**src/rtl/wb_pkg.sv**
```systemverilog
// Shared encodings for the Wishbone command master: response status codes,
// classic-cycle tag constants and the controller state type.
package wb_pkg;

    localparam logic [1:0] WB_RSP_OK        = 2'b00;
    localparam logic [1:0] WB_RSP_ERR       = 2'b01;
    localparam logic [1:0] WB_RSP_TIMEOUT   = 2'b10;
    localparam logic [1:0] WB_RSP_RETRY_EXH = 2'b11;

    localparam logic [2:0] CTI_CLASSIC = 3'b000;
    localparam logic [1:0] BTE_LINEAR  = 2'b00;

    typedef enum logic [1:0] {
        ST_IDLE = 2'd0,
        ST_BUS  = 2'd1,
        ST_GAP  = 2'd2,
        ST_RESP = 2'd3
    } wb_state_e;

endpackage

```
**src/rtl/wb_cmd_master.sv**
```systemverilog
// Wishbone classic single-transfer initiator: one bus read/write per command,
// with err/ack/rty handling, bounded retry and a strobe watchdog.
module wb_cmd_master
    import wb_pkg::*;
#(
    parameter int AW        = 32,
    parameter int DW        = 8,
    parameter int TIMEOUT   = 255,
    parameter int MAX_RETRY = 3,
    parameter int RETRY_GAP = 4
) (
    input  logic            wb_clk,
    input  logic            wb_rst,
    input  logic            cmd_valid,
    output logic            cmd_ready,
    input  logic            cmd_we,
    input  logic [AW-1:0]   cmd_adr,
    input  logic [DW-1:0]   cmd_dat,
    output logic            rsp_valid,
    input  logic            rsp_ready,
    output logic [DW-1:0]   rsp_dat,
    output logic [1:0]      rsp_status,
    output logic [AW-1:0]   wb_adr_o,
    output logic [DW-1:0]   wb_dat_o,
    output logic [DW/8-1:0] wb_sel_o,
    output logic            wb_we_o,
    output logic            wb_cyc_o,
    output logic            wb_stb_o,
    output logic [2:0]      wb_cti_o,
    output logic [1:0]      wb_bte_o,
    input  logic [DW-1:0]   wb_dat_i,
    input  logic            wb_ack_i,
    input  logic            wb_err_i,
    input  logic            wb_rty_i
);

    localparam logic [15:0] TMO_LAST  = 16'(TIMEOUT - 1);
    localparam logic [15:0] GAP_LAST  = 16'(RETRY_GAP - 1);
    localparam logic [7:0]  RETRY_MAX = 8'(MAX_RETRY);

    wb_state_e     state;
    logic          cyc_q;
    logic          we_q;
    logic [AW-1:0] adr_q;
    logic [DW-1:0] dat_q;
    logic [15:0]   tmo_cnt;
    logic [7:0]    rty_cnt;

    assign cmd_ready = (state == ST_IDLE) && !wb_rst;
    assign rsp_valid = (state == ST_RESP);

    // Bus outputs are gated by the registered cycle flag so they read zero between transfers.
    assign wb_cyc_o = cyc_q;
    assign wb_stb_o = cyc_q;
    assign wb_we_o  = cyc_q & we_q;
    assign wb_adr_o = cyc_q ? adr_q : '0;
    assign wb_dat_o = cyc_q ? dat_q : '0;
    assign wb_sel_o = {(DW/8){cyc_q}};
    assign wb_cti_o = CTI_CLASSIC;
    assign wb_bte_o = BTE_LINEAR;

    always_ff @(posedge wb_clk or posedge wb_rst) begin
        if (wb_rst) begin
            state      <= ST_IDLE;
            cyc_q      <= 1'b0;
            we_q       <= 1'b0;
            adr_q      <= '0;
            dat_q      <= '0;
            tmo_cnt    <= '0;
            rty_cnt    <= '0;
            rsp_dat    <= '0;
            rsp_status <= WB_RSP_OK;
        end else begin
            case (state)
                ST_IDLE: begin
                    if (cmd_valid) begin
                        we_q    <= cmd_we;
                        adr_q   <= cmd_adr;
                        dat_q   <= cmd_dat;
                        tmo_cnt <= '0;
                        rty_cnt <= '0;
                        cyc_q   <= 1'b1;
                        state   <= ST_BUS;
                    end
                end
                ST_BUS: begin
                    // Any exit drops cyc on the sampling edge so a held ack cannot retire twice.
                    if (wb_err_i) begin
                        rsp_status <= WB_RSP_ERR;
                        rsp_dat    <= '0;
                        cyc_q      <= 1'b0;
                        state      <= ST_RESP;
                    end else if (wb_ack_i) begin
                        rsp_status <= WB_RSP_OK;
                        rsp_dat    <= we_q ? '0 : wb_dat_i;
                        cyc_q      <= 1'b0;
                        state      <= ST_RESP;
                    end else if (wb_rty_i) begin
                        cyc_q <= 1'b0;
                        if (rty_cnt < RETRY_MAX) begin
                            rty_cnt <= rty_cnt + 8'd1;
                            tmo_cnt <= '0;
                            state   <= ST_GAP;
                        end else begin
                            rsp_status <= WB_RSP_RETRY_EXH;
                            rsp_dat    <= '0;
                            state      <= ST_RESP;
                        end
                    end else if (tmo_cnt == TMO_LAST) begin
                        rsp_status <= WB_RSP_TIMEOUT;
                        rsp_dat    <= '0;
                        cyc_q      <= 1'b0;
                        state      <= ST_RESP;
                    end else begin
                        tmo_cnt <= tmo_cnt + 16'd1;
                    end
                end
                ST_GAP: begin
                    // The watchdog counter doubles as the idle-gap counter while off the bus.
                    if (tmo_cnt == GAP_LAST) begin
                        tmo_cnt <= '0;
                        cyc_q   <= 1'b1;
                        state   <= ST_BUS;
                    end else begin
                        tmo_cnt <= tmo_cnt + 16'd1;
                    end
                end
                ST_RESP: begin
                    if (rsp_ready) begin
                        rsp_dat    <= '0;
                        rsp_status <= WB_RSP_OK;
                        state      <= ST_IDLE;
                    end
                end
                default: state <= ST_IDLE;
            endcase
        end
    end

endmodule

```
**config.mk**
```make
export PLATFORM = sky130hd
export DESIGN_NAME = wb_cmd_master
export DESIGN_NICKNAME = d
export VERILOG_FILES = /design/src/rtl/wb_pkg.sv /design/src/rtl/wb_cmd_master.sv
export SDC_FILE = /design/constraint.sdc
export NUM_CORES = 1
export LEC_CHECK = 0
export ABC_AREA = 1
export BUFFER_PORTS_ARGS = -buffer_cell sky130_fd_sc_hd__buf_2
export CAP_MARGIN = 20
export CORE_MARGIN = 3
export CORE_UTILIZATION = 50
export DETAILED_ROUTE_END_ITERATION = 6
export GPL_TIMING_DRIVEN = 0
export PLACE_DENSITY = 0.77
export REMOVE_ABC_BUFFERS = 1
export SLEW_MARGIN = 25
export SYNTH_ARGS = -nofsm -noshare
export SYNTH_HDL_FRONTEND = slang
export SYNTH_SLANG_ARGS = --single-unit
```
**constraint.sdc**
```tcl
create_clock -name wb_clk -period 2.75 [get_ports wb_clk]
set_clock_uncertainty 0.15 [all_clocks]
set_input_delay 0.4125 -clock wb_clk [delete_from_list [all_inputs] [get_ports wb_clk]]
set_output_delay 0.4125 -clock wb_clk [all_outputs]
set_load 0.01 [all_outputs]
```
==> impl_metrics.py <==
metrics = {
    "pwr": {
        "power.leakage_uw": 0.00283,
        "pwr-share-clk_pct": 17.5,
        "switching_share_pct": 41.2,
        "p_comb_share_pct": 45.5,
        "total_power_uw": 4990,
        "switching_power_uw": 2060,
        "pwr-share-seq_pct": 37.0,
        "p_int_uw": 2930,
        "p_per_area_mw_per_mm2": 990,
        "vdd_drop_max_mv": 0.417,
    },
    "finish": {
        "fillers": 663,
        "syn_to_final_growth_pct": 19.2,
        "drive_above_1_share_pct": 33.8,
        "antenna-diode-count": 0,
        "final_util_pct": 63.3,
        "finalNetCount": 667,
    },
    "sta": {
        "final_max_slew_viol_count": 0,
        "hold_violations": 0,
        "holdWs_ns": 0.141,
        "tightestPinTransition_ns": 0.743,
        "finalCriticalPeriod_ns": 2.24,
        "timing.final.crit_share_pct": 81.3,
        "slew_headroom_pct": 50.5,
        "max_freq_mhz": 447,
        "grt_setup_unrepaired": "no",
        "setup_violations": 0,
    },
    "drt": {
        "firstDrtPassIters": 4,
        "num_vias": 3461,
        "wire_per_inst_um": 12.7,
        "wl_um": 9040,
        "ant_nets": 0,
        "drt_iter0_drc": 103,
        "drc": 0,
        "via_per_inst": 4.87,
    },
    "logic_synthesis": {
        "ys_ff_latch": 78,
        "synth_area_leaders": "dfrtp_1 (46%), nand2_1 (11%), mux2_2 (11%)",
        "synth_top_area_share_pct": 46.2,
        "ys_warn_count": 0,
        "ys_types": 33,
        "postSynthCellCount": 500,
        "yosysSeqAreaShare_pct": 46.2,
        "yosys.area.top_type": "dfrtp_1",
        "syn-cell-area_mm2": 0.00423,
        "synth.avg_cell_area_um2": 8.46,
    },
    "worst_setup_path": {
        "critical-path-top-delay-family": "simple AND/OR/NAND/NOR gates",
        "crit_path_start": "state[1]$_DFFE_PP0P_",
        "slowest_delay_ns": 0.45,
        "crit_buf_inv": 1,
        "slowest_stage": "ha_1",
        "start_kind": "flip-flop",
        "r2r-start": "state[1]$_DFFE_PP0P_",
        "worstSetupEndpointType": "flip-flop",
        "worstPathArrival_ns": 2.32,
        "critPathMaxFanout": 20,
        "cp.required_ns": 2.83,
        "critPathKind": "flip-flop to flip-flop",
        "cp_cell_sequence": "inv_1, ha_1, o21ai_0, nand3_1, nand3_2, nand2_1, o21ai_2",
    },
    "grt": {
        "grt_max_degree": 55,
        "grt_pass1_wl_um": 15700,
        "grt-ovfl-total": 0,
        "grt_pass1_vias": 3348,
        "grt_usage_pct": 19.9,
        "grt_antenna_before_repair": 0,
    },
    "floorplan": {
        "fp-row-count": 32,
        "io-pin-count": 117,
        "die_w_um": 98.0,
        "dieArea_mm2": 0.00960,
        "core_area_mm2": 0.00797,
        "initial_core_util_pct": 53.1,
        "dieHeight_um": 98.0,
    },
    "min_path": {
        "hp-start": "cmd_adr[13]",
        "hold_path.class": "input pin to flip-flop",
    },
    "cts": {
        "clk_pin_slew_ns": 0.09,
        "cts.path.max_buffers": 2,
        "cts_buffers": 9,
        "cts_root_buf": "clkbuf_8",
        "cts.repair.resized": 0,
        "htree_levels": 3,
        "cts_tree": "done",
        "clock_sinks": 78,
        "clk_latency_ns": 0.35,
    },
    "status": {
        "status": "finished, final reports clean",
    },
    "placed_design": {
        "hpwl_um": 6800,
        "place_congestion": 0.852,
        "portBuffers": 111,
    },
    "run": {
        "maxCapViolations": 0,
    },
}
-- per-stage QoR --
step                cell area (um^2)  setup TNS (ns)  setup slack (ns)  instances
finish                          5040               0             0.513        711
global route                    5040               0             0.265        711
CTS                             5040               0             0.487        711
detailed placement              4830               0             0.520        694
global placement                4770          -55.41            -0.715        692
floorplan                       4090               0             0.192        479
-- logic make-up after synthesis --
| group | Yosys count | share of synthesized area (%) |
|---|---|---|
| AO/OA/AOI/OAI | 38 | 5.62 |
| buffers and inverters | 109 | 11.2 |
| multiplexers | 41 | 10.9 |
| AND/OR/NAND/NOR | 222 | 23.2 |
| other | 1 | 0.0887 |
| flip-flops | 78 | 46.2 |
| XOR/XNOR | 4 | 0.828 |
| adder cells (fa/ha/maj) | 7 | 2.07 |
-- layout by cell type, fill, tap and decap left out, drive strengths merged --
| master | instances |
|---|---|
| a21oi | 3 |
| and2 | 1 |
| buf | 113 |
| bufinv | 1 |
| clkbuf | 10 |
| clkinv | 1 |
| clkinvlp | 3 |
| conb | 5 |
| dfrtp | 78 |
| dlygate4sd3 | 1 |
| ha | 7 |
| inv | 85 |
| mux2 | 41 |
| nand2 | 134 |
| nand3 | 37 |
| nand4 | 2 |
| nor2 | 42 |
| nor3 | 3 |
| nor4 | 1 |
| o2111ai | 1 |
| o21a | 1 |
| o21ai | 30 |
| o21bai | 1 |
| o22ai | 2 |
| or2 | 2 |
| xor2 | 4 |
-- flip-flops by register name, indices dropped and copies added (netlist names) --
name        flops
dat_q           8
state           2
tmo_cnt        16
rsp_dat         8
adr_q          32
wb_cyc_o        1
rty_cnt         8
rsp_status      2
we_q            1
-- cell usage after synthesis --
cell       number
a21oi_1         3
and2_1          1
buf_2           8
buf_4           8
buf_6           3
clkbuf_1        6
clkinv_1        1
conb_1          1
dfrtp_1        78
ha_1            7
inv_1          79
inv_2           4
mux2_2         41
nand2_1       127
nand2_2         7
nand3_1        33
nand3_2         4
nand4_1         2
nor2_1         35
nor2_2          3
nor2_4          4
nor3_1          3
nor4_2          1
o2111ai_1       1
o21a_1          1
o21ai_0        13
o21ai_1         9
o21ai_2         8
o21bai_1        1
o22ai_1         1
o22ai_2         1
or2_2           2
xor2_1          4
-- layout make-up --
type | instances | area, um^2 | share of cell area (%)
Clock buffer | 10 | 128 | 2.53
Clock inverter | 6 | 70.1 | 1.39
Inverter | 84 | 318 | 6.31
Multi-Input combinational cell | 317 | 1820 | 36.2
Sequential cell | 78 | 1950 | 38.8
Tap cell | 102 | 128 | 2.53
Timing Repair Buffer | 114 | 621 | 12.3
-- power groups by stage --
stage                     clock, uW  sequential [uW]  combinational (uW)
final                           873             1850                2270
after global routing            948             1920                2540
after CTS                       892             1860                2300
after detailed placement          0             1880                2290
after global placement            0             1840                2240
after floorplan                   0             1830                1520
-- routing by layer --
layer / track usage (%) / routed length, um / vias up
met5: 0 / 0 / -
met4: 4.79 / 57 / 0
met3: 4.79 / 590 / 6
met2: 34.1 / 4390 / 110
met1: 25.5 / 4000 / 1605
li1: - / - / 1740
-- final timing paths --
kind | endpoint | slack [ns] | cells after the start
setup / recovery | rsp_dat[1]$_DFFE_PP0P_ | 0.51 | 7
hold / removal | adr_q[13]$_DFFE_PP0P_ | 0.14 | 2
setup reg to reg | rsp_dat[1]$_DFFE_PP0P_ | 0.51 | 7
hold reg to reg | rsp_status[0]$_DFFE_PP0P_ | 0.33 | 2
max in group asynchronous | adr_q[27]$_DFFE_PP0P_ | 1.41 | 4
min in group asynchronous | rsp_dat[1]$_DFFE_PP0P_ | 0.47 | 3
-- timing repair --
action                    4_1_cts  5_1_grt
hold buffers                    1        0
hold endpoints to repair       24        0
setup buffers                   0        0
(Power assumes the default switching activity.)
